File: config.mk
export PLATFORM = sky130hd
export DESIGN_NAME = voq_ingress_dispatcher
export DESIGN_NICKNAME = d
export VERILOG_FILES = /design/src/rtl/voq_pkg.sv /design/src/rtl/voq_sat_counter.sv /design/src/rtl/voq_ingress_dispatcher.sv
export SDC_FILE = /design/constraint.sdc
export NUM_CORES = 1
export LEC_CHECK = 0
export CAP_MARGIN = 40
export CORE_ASPECT_RATIO = 1.1
export CORE_MARGIN = 2
export CORE_UTILIZATION = 47
export DETAILED_ROUTE_END_ITERATION = 7
export PLACE_DENSITY = 0.81
export SLEW_MARGIN = 20
export SYNTH_ARGS = -nofsm -noshare
export SYNTH_HDL_FRONTEND = slang
export SYNTH_SLANG_ARGS = --single-unit
File: constraint.sdc
create_clock -name clk -period 5.6 [get_ports clk]
set_clock_uncertainty 0.2 [all_clocks]
set_input_delay 0.56 -clock clk [delete_from_list [all_inputs] [get_ports clk]]
set_output_delay 0.56 -clock clk [all_outputs]
set_load 0.005 [all_outputs]
File: src/rtl/voq_pkg.sv
// Shared types and width/index helpers for the VOQ ingress dispatcher.
package voq_pkg;

  // Packet-level dispatcher state: between packets, forwarding one, or discarding one.
  typedef enum logic [1:0] {
    ST_IDLE = 2'd0,
    ST_FWD  = 2'd1,
    ST_DROP = 2'd2
  } state_e;

  // Destination select width; never collapses to a zero-width port.
  function automatic int sel_w(input int num_ports);
    return (num_ports > 1) ? $clog2(num_ports) : 1;
  endfunction

  // Priority class width, at least one bit.
  function automatic int pri_w(input int num_class);
    return (num_class > 1) ? $clog2(num_class) : 1;
  endfunction

  // Total number of VOQ write ports.
  function automatic int q_num(input int num_ports, input int num_class);
    return num_ports * num_class;
  endfunction

  // Width of an index into the VOQ array, at least one bit.
  function automatic int qidx_w(input int q);
    return (q > 1) ? $clog2(q) : 1;
  endfunction

  // Flat queue index: queues of one destination port are contiguous.
  function automatic int qidx(input int dest, input int prio, input int num_class);
    return dest * num_class + prio;
  endfunction

endpackage

File: src/rtl/voq_sat_counter.sv
// Saturating up-counter used for the drop and framing-error statistics.
module voq_sat_counter #(
  parameter int CNT_W = 16
) (
  input  logic             clk,
  input  logic             rst,
  input  logic             inc,
  output logic [CNT_W-1:0] cnt
);

  logic [CNT_W-1:0] cnt_q, cnt_d;

  // Next count: step by one unless already pinned at all-ones.
  always_comb begin
    cnt_d = cnt_q;
    if (inc && !(&cnt_q)) begin
      cnt_d = cnt_q + CNT_W'(1);
    end
  end

  // Count register, cleared asynchronously.
  always_ff @(posedge clk or posedge rst) begin
    if (rst) begin
      cnt_q <= '0;
    end else begin
      cnt_q <= cnt_d;
    end
  end

  assign cnt = cnt_q;

endmodule

File: src/rtl/voq_ingress_dispatcher.sv
// Packet-aware ingress dispatcher: steers each word-serial packet, as an atomic
// unit, to one VOQ write port selected by destination and priority at SOP.
module voq_ingress_dispatcher
  import voq_pkg::*;
#(
  parameter  int NUM_PORTS = 4,
  parameter  int NUM_CLASS = 2,
  parameter  int DATA_W    = 8,
  parameter  int DROP_MODE = 0,
  parameter  int CNT_W     = 16,
  localparam int SEL_W     = sel_w(NUM_PORTS),
  localparam int PRI_W     = pri_w(NUM_CLASS),
  localparam int Q         = q_num(NUM_PORTS, NUM_CLASS)
) (
  input  logic              clk,
  input  logic              rst,
  input  logic              in_valid,
  output logic              in_ready,
  input  logic              in_sop,
  input  logic              in_eop,
  input  logic [DATA_W-1:0] in_data,
  input  logic [SEL_W-1:0]  in_dest,
  input  logic [PRI_W-1:0]  in_prio,
  input  logic [Q-1:0]      voq_full,
  output logic [Q-1:0]      out_wr_en,
  output logic [DATA_W-1:0] out_data,
  output logic              out_sop,
  output logic              out_eop,
  output logic [CNT_W-1:0]  drop_cnt,
  output logic [CNT_W-1:0]  err_cnt
);

  localparam int QI_W = qidx_w(Q);

  state_e            state_q, state_d;
  logic [QI_W-1:0]   q_q, q_d;
  logic [Q-1:0]      wr_en_q, wr_en_d;
  logic [DATA_W-1:0] data_q, data_d;
  logic              sop_q, sop_d;
  logic              eop_q, eop_d;

  logic              sop_bad;
  logic              sop_full;
  logic [QI_W-1:0]   sop_qi;
  logic              ready_c;
  logic              wr;
  logic [QI_W-1:0]   wr_idx;
  logic              drop_inc;
  logic              err_inc;

  // Queue addressed by the word on the input if it is taken as a SOP. An
  // out-of-range class is treated like a bad destination so the index never
  // leaves 0..Q-1.
  always_comb begin
    sop_bad  = (int'(in_dest) >= NUM_PORTS) || (int'(in_prio) >= NUM_CLASS);
    sop_qi   = QI_W'(qidx(int'(in_dest), int'(in_prio), NUM_CLASS));
    sop_full = !sop_bad && voq_full[sop_qi];
  end

  // Packet FSM: a SOP is always evaluated afresh (closing any open packet with a
  // framing error); other words follow the packet that is currently open.
  always_comb begin
    state_d  = state_q;
    q_d      = q_q;
    ready_c  = 1'b1;
    wr       = 1'b0;
    wr_idx   = q_q;
    drop_inc = 1'b0;
    err_inc  = 1'b0;
    if (in_valid && in_sop) begin
      err_inc = (state_q != ST_IDLE);
      if (sop_bad) begin
        drop_inc = 1'b1;
        state_d  = in_eop ? ST_IDLE : ST_DROP;
      end else if (!sop_full) begin
        wr      = 1'b1;
        wr_idx  = sop_qi;
        q_d     = sop_qi;
        state_d = in_eop ? ST_IDLE : ST_FWD;
      end else if (DROP_MODE == 0) begin
        // Hold the SOP; falling back to IDLE keeps the error above one-shot.
        ready_c = 1'b0;
        state_d = ST_IDLE;
      end else begin
        drop_inc = 1'b1;
        state_d  = in_eop ? ST_IDLE : ST_DROP;
      end
    end else begin
      case (state_q)
        ST_FWD: begin
          ready_c = !voq_full[q_q];
          if (in_valid && ready_c) begin
            wr = 1'b1;
            if (in_eop) begin
              state_d = ST_IDLE;
            end
          end
        end
        ST_DROP: begin
          if (in_valid && in_eop) begin
            state_d = ST_IDLE;
          end
        end
        default: begin
          err_inc = in_valid;
        end
      endcase
    end
  end

  // Output stage inputs: one-hot strobe and the routed word, framing cleared when idle.
  always_comb begin
    wr_en_d = '0;
    data_d  = data_q;
    sop_d   = 1'b0;
    eop_d   = 1'b0;
    if (wr) begin
      wr_en_d[wr_idx] = 1'b1;
      data_d          = in_data;
      sop_d           = in_sop;
      eop_d           = in_eop;
    end
  end

  // FSM, latched queue and the single output register stage.
  always_ff @(posedge clk or posedge rst) begin
    if (rst) begin
      state_q <= ST_IDLE;
      q_q     <= '0;
      wr_en_q <= '0;
      data_q  <= '0;
      sop_q   <= 1'b0;
      eop_q   <= 1'b0;
    end else begin
      state_q <= state_d;
      q_q     <= q_d;
      wr_en_q <= wr_en_d;
      data_q  <= data_d;
      sop_q   <= sop_d;
      eop_q   <= eop_d;
    end
  end

  voq_sat_counter #(.CNT_W(CNT_W)) u_drop_cnt (
    .clk (clk),
    .rst (rst),
    .inc (drop_inc),
    .cnt (drop_cnt)
  );

  voq_sat_counter #(.CNT_W(CNT_W)) u_err_cnt (
    .clk (clk),
    .rst (rst),
    .inc (err_inc),
    .cnt (err_cnt)
  );

  assign in_ready  = ready_c && !rst;
  assign out_wr_en = wr_en_q;
  assign out_data  = data_q;
  assign out_sop   = sop_q;
  assign out_eop   = eop_q;

endmodule

After elaboration in Yosys (flattened, before gate mapping)
Cells that the tools add are included.
{ "totals": {"reg_bits": 39, "out_inout_bits": 51, "word_cells": 58} }
{ "classes": {"n_addsub": 2, "order_cmp": 4, "n_eq_ne": 5, "n_mux": 26, "reduce_logical": 14} }
{ "ops": {"columns": ["op", "n"], "rows": [
  ["16-bit by 1-bit adder with 16-bit output, second input constant", 1],
  ["16-bit AND reduction", 1],
  ["1-bit two-way mux", 15],
  ["3-bit by 4-bit < comparator with 1-bit output, second input constant", 3],
  ["3-bit != test, second input constant", 3],
  ["2-bit two-way mux", 4],
  ["8-bit two-way mux", 1],
  ["1-bit binary-select mux with 3-bit select", 2],
  ["1-bit logical AND", 6],
  ["3-bit two-way mux", 2],
  ["2-bit case mux with 2 select lines", 1],
  ["4-bit AND reduction", 1],
  ["3-bit by 1-bit adder with 3-bit output", 1],
  ["1-bit demux with 3-bit select", 1],
  ["3-bit by 1-bit greater-or-equal comparator with 1-bit output, second input constant", 1],
  ["1-bit zero test", 3],
  ["3-bit nonzero test", 1],
  ["2-bit by 1-bit == test with 1-bit output, second input constant", 1],
  ["2-bit == test, second input constant", 1],
  ["2-bit nonzero test", 1],
  ["2-bit OR reduction", 1]
]} }

Logic depth before layout (Yosys ltp)
Gate-level depths: netlist (run 1).
{ "logic_depth": {"depth_word": 10, "ltp_mapped": 7, "mapped_depth_nobuf": 6} }

Modules after synthesis
Synthesis (run 1) repeated with hierarchy kept, for this count alone.
{ "unflattened": {"hier_cells": 241, "area_unflattened_um2": 2711.4} }
{ "by_module_without_submodules": {"columns": ["module", "n_inst", "cells_per_inst", "area_per_inst_um2"], "rows": [
  ["voq_sat_counter", 2, 73, 798.3],
  ["voq_ingress_dispatcher", 1, 95, 1114.8]
]} }

Worst setup path before layout (run 1)
No wires, ideal clock.
{ "synth_path": {"kind": "input -> output", "startpoint": "input port in_prio", "endpoint": "output port in_ready", "arrival_ns": 1.578, "required_ns": 4.840, "slack_ns": 3.262, "stages": 6, "cell_sequence": "buf_2 > mux2i_1 > a22oi_1 > a31o_2 > buf_6 > a21oi_1"} }
{ "synth_via": {"elab_chain_cells": 6} }
{ "synth_lines": {"columns": ["element", "line", "rtl"], "rows": [
  ["start: declaration", "voq_ingress_dispatcher.sv:23", "input logic [PRI_W-1:0] in_prio,"],
  ["3-bit by 1-bit adder with 3-bit output", "voq_pkg.sv:33", "return dest * num_class + prio;"],
  ["1-bit binary-select mux with 3-bit select", "voq_ingress_dispatcher.sv:57", "sop_full = !sop_bad && voq_full[sop_qi];"],
  ["1-bit two-way mux (not written as such)", "voq_ingress_dispatcher.sv:57", null],
  ["1-bit two-way mux", "voq_ingress_dispatcher.sv:75", "end else if (!sop_full) begin"],
  ["1-bit two-way mux", "voq_ingress_dispatcher.sv:70", "if (in_valid && in_sop) begin"],
  ["1-bit logical AND", "voq_ingress_dispatcher.sv:158", "assign in_ready = ready_c && !rst;"],
  ["end: declaration", "voq_ingress_dispatcher.sv:18", "output logic in_ready,"]
]} }
No other way between the ends. The select of a mux whose other input is x is not followed.

Final worst setup path (run 1)
Ends and elaborated chain as after synthesis.

==> impl_metrics.tcl, run 1 <==
set metrics [dict create \
    drtPass1Iterations 4 \
    hold_path.class "flip-flop to flip-flop" \
    hold_viol 0 \
    grt_max_degree 39 \
    synthArstFlopShare 1.00 \
    dp_hpwl_um 2880 \
    arrival_ns 2.67 \
    setup_viol_count_final 0 \
    swShare 0.272 \
    clock_power_share 0.231 \
    path_clk_slew_ns 0.07 \
    cts_inserted_buffers 5 \
    grt_pass1_vias 1358 \
    clockBufferDepth 2 \
    synthCells 169 \
    syn_area_per_cell_um2 11.4 \
    numPortBuffers 58 \
    timing.fmax_mhz 292 \
    wire_per_inst_um 13.3 \
    synth_cell_types 39 \
    fill_cells 339 \
    drc_errors 0 \
    fin_setup_tns_ns 0 \
    num_io_pins 75 \
    fp.dieH_um 71.2 \
    vias_per_cell 4.94 \
    cts-root-buf "clkbuf_8" \
    cts.repair.resized 0 \
    layout.nets 255 \
    rsz0062_at_grt "no" \
    critPathKind "input port to primary output" \
    ys_seq_elements 38 \
    start_kind "input port" \
    max-cap-violations 0 \
    antenna_found_initial 0 \
    hold_buffers 0 \
    die_w_um 65.1 \
    drive_gt1_frac 0.105 \
    finalCoreUtilization 0.648 \
    groute.usage.overall 0.169 \
    p_total_w 0.000774 \
    vias 1389 \
    slew_violations 0 \
    clkLatencyLatePin_ns 0.28 \
    cts_tree "done" \
    post-route-period-util 0.613 \
    cts.sinks 38 \
    placement_rows 24 \
    setup_ws_ns 2.17 \
    internal_power_w 0.000564 \
    dp_worst_setup_slack_ns 2.17 \
    die-area_mm2 0.00463 \
    core-area_mm2 0.00396 \
    place.gp.congestion 0.807 \
    cellPowerDensity_mw_per_mm2 301 \
    slew_headroom 0.463 \
    p_leak_nw 1.13 \
    path_max_fanout 8 \
    finalInstanceArea_mm2 0.00257 \
    area_delta_synth_final_pct 33.2 \
    ir_drop_mv 0.190 \
    tightest_slew_ns 0.799 \
    place_area_mm2 0.00249 \
    synth_seq_area_share 0.493 \
    syn_area_mm2 0.00193 \
    p_seq_frac 0.479 \
    start_util 0.486 \
    routed_wirelength_um 3730 \
    status "complete, no violations" \
    grt.overflow.total 0 \
    grt_pass1_wl_um 6130 \
    htree_levels 2 \
    drtIter0Drc 74 \
    yosys_warnings 0 \
    p_sw_w 0.000211 \
    insertedDiodeCount 0 \
    synth_flop_cell "dfrtp_1" \
    combPwrFrac 0.290 \
    cp-end-kind "primary output" \
    final.min_clock_period_ns 3.43 \
    antenna_left 0 \
    worstPathRequired_ns 4.84 \
    synth-edff-count 0 \
    postCtsSetupBuffers 0 \
]
==> critical path: stages <==
cell and delay, ns:
clkdlybuf4s50_1 0.64, mux2i_1 0.31, a22oi_1 0.15, a31o_2 0.35
a21oi_1 0.15, clkdlybuf4s50_1 0.51
==> power groups by stage <==
stage          Sequential, W  Combinational [W]  Clock [W]
2_1_floorplan       0.000368           0.000119          0
3_3_place_gp        0.000373           0.000221          0
3_5_place_dp        0.000375           0.000227          0
4_1_cts             0.000371           0.000227   0.000184
5_1_grt             0.000380           0.000243   0.000197
6_report            0.000371           0.000225   0.000179
==> placed cells by master, fill, tap and decap left out <==
master,count
nand2_1,9
nor4_1,1
xor2_1,5
xnor2_1,10
mux4_2,1
nor3_1,9
and2_1,1
buf_4,1
and2_2,1
o21a_1,2
a31o_2,1
inv_1,8
nand4_1,6
o22ai_1,1
o22a_2,2
nand4_4,1
and3_1,1
a21oi_1,2
a21o_2,1
nand2b_1,1
a22oi_1,2
conb_1,16
or4_1,1
mux2_2,1
mux2_4,8
nand2_8,1
dfrtp_1,38
clkdlybuf4s50_1,58
nand3_1,6
a41oi_1,1
nor2b_1,1
mux2i_1,10
nor3b_1,1
nor2_1,10
ha_1,1
clkbuf_8,6
nand3b_1,1
o21ai_0,3
==> flip-flops by register name, summed over array words and instances (netlist names) <==
register,cells
state_q,1
out_sop,1
out_eop,1
out_data,8
u_err_cnt.cnt,16
out_wr_en,8
q_q,3
==> kinds of logic (layout without fill, tap and decap cells) <==
family,Yosys count,count (layout),share of synthesized area
AND/OR/NAND/NOR,51,51,0.149
flip-flops,38,38,0.493
buffers and inverters,28,73,0.0941
multiplexers,20,20,0.132
AO/OA/AOI/OAI,15,15,0.0558
XOR/XNOR,15,15,0.0681
adder cells (fa/ha/maj),1,1,0.00649
other,1,16,0.00194
==> cell usage after synthesis (all sizes together), types with 3 or more instances <==
cell   count  area share
nor3       9       0.023
buf       19       0.077
o21ai      3      0.0078
xnor2     10       0.045
nor2      10       0.019
mux2i     10       0.052
nand4      7       0.031
nand3      6       0.016
dfrtp     38        0.49
nand2     10       0.028
inv        8       0.016
mux2       9       0.068
xor2       5       0.023
==> through the flow <==
step	hold slack, ns	instances
after global placement	0.284	275
after floorplan	0.288	184
after detailed placement	0.291	275
final	0.304	281
after global routing	0.323	281
after CTS	0.306	281
==> layer usage <==
layer,GRT usage,vias to the layer above,part of all wire
li1,-,673,-
met2,0.290,44,0.51
met3,0.0620,0,0.063
met4,0.0208,0,0
met5,0,-,0
met1,0.210,672,0.42
==> worst paths after layout <==
check | from | to | slack (ns) | depth (start not counted)
max | in_prio | in_ready | 2.17 | 6
min | u_err_cnt.cnt[15] | u_err_cnt.cnt[15] | 0.30 | 1
max reg2reg | u_err_cnt.cnt[0] | u_err_cnt.cnt[11] | 3.37 | 6
min reg2reg | u_err_cnt.cnt[15] | u_err_cnt.cnt[15] | 0.30 | 1
max in group asynchronous | rst | out_wr_en[3] | 4.34 | 3
min in group asynchronous | rst | u_err_cnt.cnt[8] | 0.53 | 3
==> cell type report <==
cell class,count,area [um^2],share of cell area
Clock buffer,6,82.6,0.0321
Inverter,8,30.0,0.0117
Multi-Input combinational cell,118,852,0.332
Sequential cell,38,951,0.370
Tap cell,52,65.1,0.0253
Timing Repair Buffer,59,588,0.229
No activity file was read; power rests on OpenSTA's default activity.
==> inputs of run 2 (changes only) <==
Settings changed: CORE_UTILIZATION 47 to 43, PLACE_DENSITY 0.81 to 0.75.
Clock period 5.6 ns to 3.6 ns, I/O delays scaled along.
==> run 2 against run 1 <==
- sequential share of layout area down 0.41 points
- setup slack worse by 1.7 ns
- routed wire length increased by 1.3%
- design area increased by 1.1%
- register-to-register slack worse by 2.0 ns
- critical path type unchanged
- critical endpoint unchanged
==> impl_metrics.tcl, run 2 (synthesis results as in run 1) <==
set metrics [dict create \
    status "complete, no violations" \
    cellPowerDensity_mw_per_mm2 490 \
    final.min_clock_period_ns 3.08 \
    insertedDiodeCount 0 \
    die-area_mm2 0.00504 \
    grt.overflow.total 0 \
    drc_errors 0 \
    cts.sinks 38 \
    slew_violations 0 \
    timing.fmax_mhz 325 \
    critPathKind "input port to primary output" \
    routed_wirelength_um 3780 \
    grt_pass1_wl_um 6090 \
    drive_gt1_frac 0.113 \
    groute.usage.overall 0.165 \
    layout.nets 255 \
    hold_path.class "flip-flop to flip-flop" \
    vias 1387 \
    fill_cells 382 \
    dp_hpwl_um 2900 \
    numPortBuffers 58 \
    clockBufferDepth 2 \
    place_area_mm2 0.00249 \
    cts_tree "done" \
    cts_inserted_buffers 5 \
    max-cap-violations 0 \
    antenna_left 0 \
    drtPass1Iterations 4 \
    clkLatencyLatePin_ns 0.29 \
    slew_headroom 0.498 \
    worstPathRequired_ns 3.04 \
    finalCoreUtilization 0.602 \
    post-route-period-util 0.856 \
    hold_viol 0 \
    hold_buffers 0 \
    p_leak_nw 1.14 \
    start_kind "input port" \
    finalInstanceArea_mm2 0.00260 \
    placement_rows 25 \
    area_delta_synth_final_pct 34.7 \
    path_max_fanout 8 \
    htree_levels 2 \
    dp.cells 277 \
    start_util 0.447 \
    drtIter0Drc 62 \
    p_total_w 0.00127 \
    place.gp.congestion 0.864 \
    arrival_ns 2.52 \
    final_common_cell "clkdlybuf4s50_1" \
    antenna_found_initial 0 \
    wire_per_inst_um 13.3 \
    fp.dieH_um 74.2 \
    cts.repair.resized 0 \
    ir_drop_mv 0.287 \
    grt_pass1_vias 1326 \
    largest_reg_flops 16 \
    final_cell_count_no_fill 285 \
    grt_max_degree 21 \
    fin_setup_tns_ns 0 \
    cts-root-buf "clkbuf_8" \
    path_clk_slew_ns 0.07 \
    final_cell_mix "clkdlybuf4s50_1 (58), dfrtp_1 (38), conb_1 (16)" \
    min_path_cells 1 \
    core-area_mm2 0.00432 \
    tightest_slew_ns 0.747 \
    rr_worst_depth 6 \
    cp-end-kind "primary output" \
    rsz0062_at_grt "no" \
    num_io_pins 75 \
    die_w_um 67.8 \
    postCtsSetupBuffers 0 \
    setup_viol_count_final 0 \
    vias_per_cell 4.87 \
]
## run 2: metrics by stage
step / setup slack [ns] / hold WS (ns)
final: 0.519 / 0.315
after global routing: 0.385 / 0.344
after CTS: 0.515 / 0.320
after detailed placement: 0.514 / 0.300
after global placement: 0.622 / 0.290
after floorplan: 1.64 / 0.255
## run 2: final cells by class
type,count,area (um^2),area share
clock buffer,5,68.8,0.0265
inverter,8,30.0,0.0116
sequential,38,951,0.366
multi-input combinational,118,852,0.328
clock inverter,3,40.0,0.0154
timing repair buffer,59,588,0.226
tap,54,67.6,0.0260
## run 2: per-layer routing
layer / track usage / share of wire / vias to the layer above
li1: - / - / 672
met1: 0.209 / 0.43 / 658
met2: 0.264 / 0.49 / 49
met3: 0.0560 / 0.065 / 8
met4: 0.0600 / 0.019 / 0
met5: 0 / 0 / -
## run 2: worst paths after layout
kind                       slack, ns              from                end
hold / removal                  0.31       out_data[1]        out_data[1]
setup / recovery                0.52           in_prio           in_ready
hold reg to reg                 0.31       out_data[1]        out_data[1]
max in group asynchronous       2.13               rst        out_data[4]
min in group asynchronous       0.35               rst             q_q[0]
setup reg to reg                1.41  u_err_cnt.cnt[0]  u_err_cnt.cnt[11]
## run 2: critical path, stage by stage
cell	delay, ns
clkdlybuf4s50_1	0.65
mux2i_1	0.29
a22oi_1	0.14
a31o_2	0.35
a21oi_1	0.19
clkdlybuf4s50_1	0.53
## run 2: where the power goes
group | total [W] | switching [W] | internal, W | leakage [nW]
Sequential | 0.000575 | 0.0000756 | 0.000499 | 0.492
Clock | 0.000348 | 0.000145 | 0.000204 | 0.0579
Combinational | 0.000350 | 0.000121 | 0.000230 | 0.594
==> inputs of run 3 (changes only) <==
Settings changed: CORE_MARGIN 2 to default.
==> run 3 against run 2 <==
- global-route usage up 0.12 points
- count of clock-buffer cells in the layout grew 1
- total power decreased by 3.4%
- combinational power hardly changed
- first-iteration DRC count shrank 3.2%
- clock power fell by 13%
- non-clock buffer count rose by 1
- sequential cell count unchanged
- routed wire length down 4.2%
- largest power group unchanged
- sequential share of layout area about the same
- register-to-register slack got worse by 0.02 ns
- die area decreased by 5.6%
==> impl_metrics.tcl, run 3 (synthesis results as in run 1) <==
set metrics [dict create \
    final_common_cell "clkdlybuf4s50_1" \
    slew_headroom 0.480 \
    vias 1377 \
    htree_levels 2 \
    hold_path.class "input port to async pin" \
    die-area_mm2 0.00476 \
    groute.usage.overall 0.166 \
    final.min_clock_period_ns 3.01 \
    grt.overflow.total 0 \
    antenna_left 0 \
    worstPathRequired_ns 3.04 \
    drtPass1Iterations 4 \
    fin_setup_tns_ns 0 \
    drc_errors 0 \
    clockBufferDepth 2 \
    met2_usage 0.271 \
    hold_viol 0 \
    numPortBuffers 58 \
    reg2reg_from "u_err_cnt.cnt[0]" \
    dp.cells 278 \
    fill_cells 376 \
    cts.sinks 38 \
    cts-root-buf "clkbuf_8" \
    hold_buffers 0 \
    fp.dieH_um 72.2 \
    place_area_mm2 0.00250 \
    crit_start "in_prio" \
    cellPowerDensity_mw_per_mm2 473 \
    grt_busiest_layer "met2" \
    cts_tree "done" \
    hold_slack_ns 0.305 \
    critPathKind "input port to primary output" \
    rsz0062_at_grt "no" \
    timing.fmax_mhz 332 \
    p_total_w 0.00123 \
    insertedDiodeCount 0 \
    grt_max_degree 16 \
    ir_drop_mv 0.321 \
    p_leak_nw 1.14 \
    post-route-period-util 0.837 \
    ff2ff_setup_slack_ns 1.39 \
    cp-end-kind "primary output" \
    area_delta_synth_final_pct 34.8 \
    start_util 0.450 \
    core-area_mm2 0.00429 \
    num_io_pins 75 \
    setup_viol_count_final 0 \
    vias_per_cell 4.81 \
    path_max_fanout 8 \
    wire_per_inst_um 12.7 \
    cts.repair.resized 0 \
    clkLatencyLatePin_ns 0.29 \
    arrival_ns 2.45 \
    antenna_found_initial 0 \
    drive_gt1_frac 0.116 \
    dp_hpwl_um 2750 \
    met1_usage 0.207 \
    drtIter0Drc 60 \
    tightest_slew_ns 0.773 \
    placement_rows 25 \
    routed_wirelength_um 3620 \
    path_clk_slew_ns 0.07 \
    max-cap-violations 0 \
    slew_violations 0 \
    finalInstanceArea_mm2 0.00260 \
    place.gp.congestion 0.835 \
    cts_inserted_buffers 5 \
    grt_pass1_wl_um 5910 \
    status "complete, no violations" \
    postCtsSetupBuffers 0 \
    layout.nets 256 \
    start_kind "input port" \
    largest_reg_flops 16 \
    final_cell_mix "clkdlybuf4s50_1 (58), dfrtp_1 (38), conb_1 (16)" \
    final_cell_count_no_fill 286 \
    grt_pass1_vias 1310 \
    globalRouteMet3Util 0.0519 \
    die_w_um 65.8 \
]
## run 3: cell count changes in the layout (fill, tap and decap cells not counted), sizes merged
cell	previous run	this run
bufinv	1	0
clkbuf	5	6
clkinv	2	1
buf	1	2
clkinvlp	0	1
## run 3: report_power, final
| part | switching (W) | internal [W] | leakage (nW) | total [W] |
|---|---|---|---|---|
| clock | 0.000149 | 0.000154 | 0.0472 | 0.000303 |
| combinational | 0.000120 | 0.000232 | 0.602 | 0.000352 |
| sequential | 0.0000754 | 0.000499 | 0.492 | 0.000575 |
## run 3: worst paths after layout
path | to | depth (start not counted)
worst max register to register | u_err_cnt.cnt[11] | 6
worst min-delay path | q_q[0] | 2
worst min register to register | u_err_cnt.cnt[15] | 1
min in group clk | u_err_cnt.cnt[15] | 1
worst max-delay path | in_ready | 6
max in group asynchronous | u_err_cnt.cnt[3] | 4
## run 3: critical path, cell delays in order
cell	delay, ns
clkdlybuf4s50_1	0.64
mux2i_1	0.29
a22oi_1	0.11
a31o_2	0.35
a21oi_1	0.18
clkdlybuf4s50_1	0.52
## run 3: cell type report
cell class,instances,area (um^2),area share
clock buffer,6,82.6,0.0318
clock inverter,2,12.5,0.00481
inverter,8,30.0,0.0116
multi-input combinational,118,852,0.328
sequential,38,951,0.366
tap,54,67.6,0.0260
timing repair buffer,60,603,0.232
## run 3: stage by stage
| stage | util | setup WS (ns) |
|---|---|---|
| after floorplan | - | 1.64 |
| after global placement | 0.581 | 0.614 |
| after detailed placement | 0.584 | 0.600 |
| after CTS | 0.606 | 0.595 |
| after global routing | 0.606 | 0.456 |
| final | 0.606 | 0.587 |
## run 3: routing by layer
layer  up-vias  wire length (um)
li1        673                 -
met1       649              1610
met2        48              1740
met3         7               220
met4         0                54
met5         -                 0
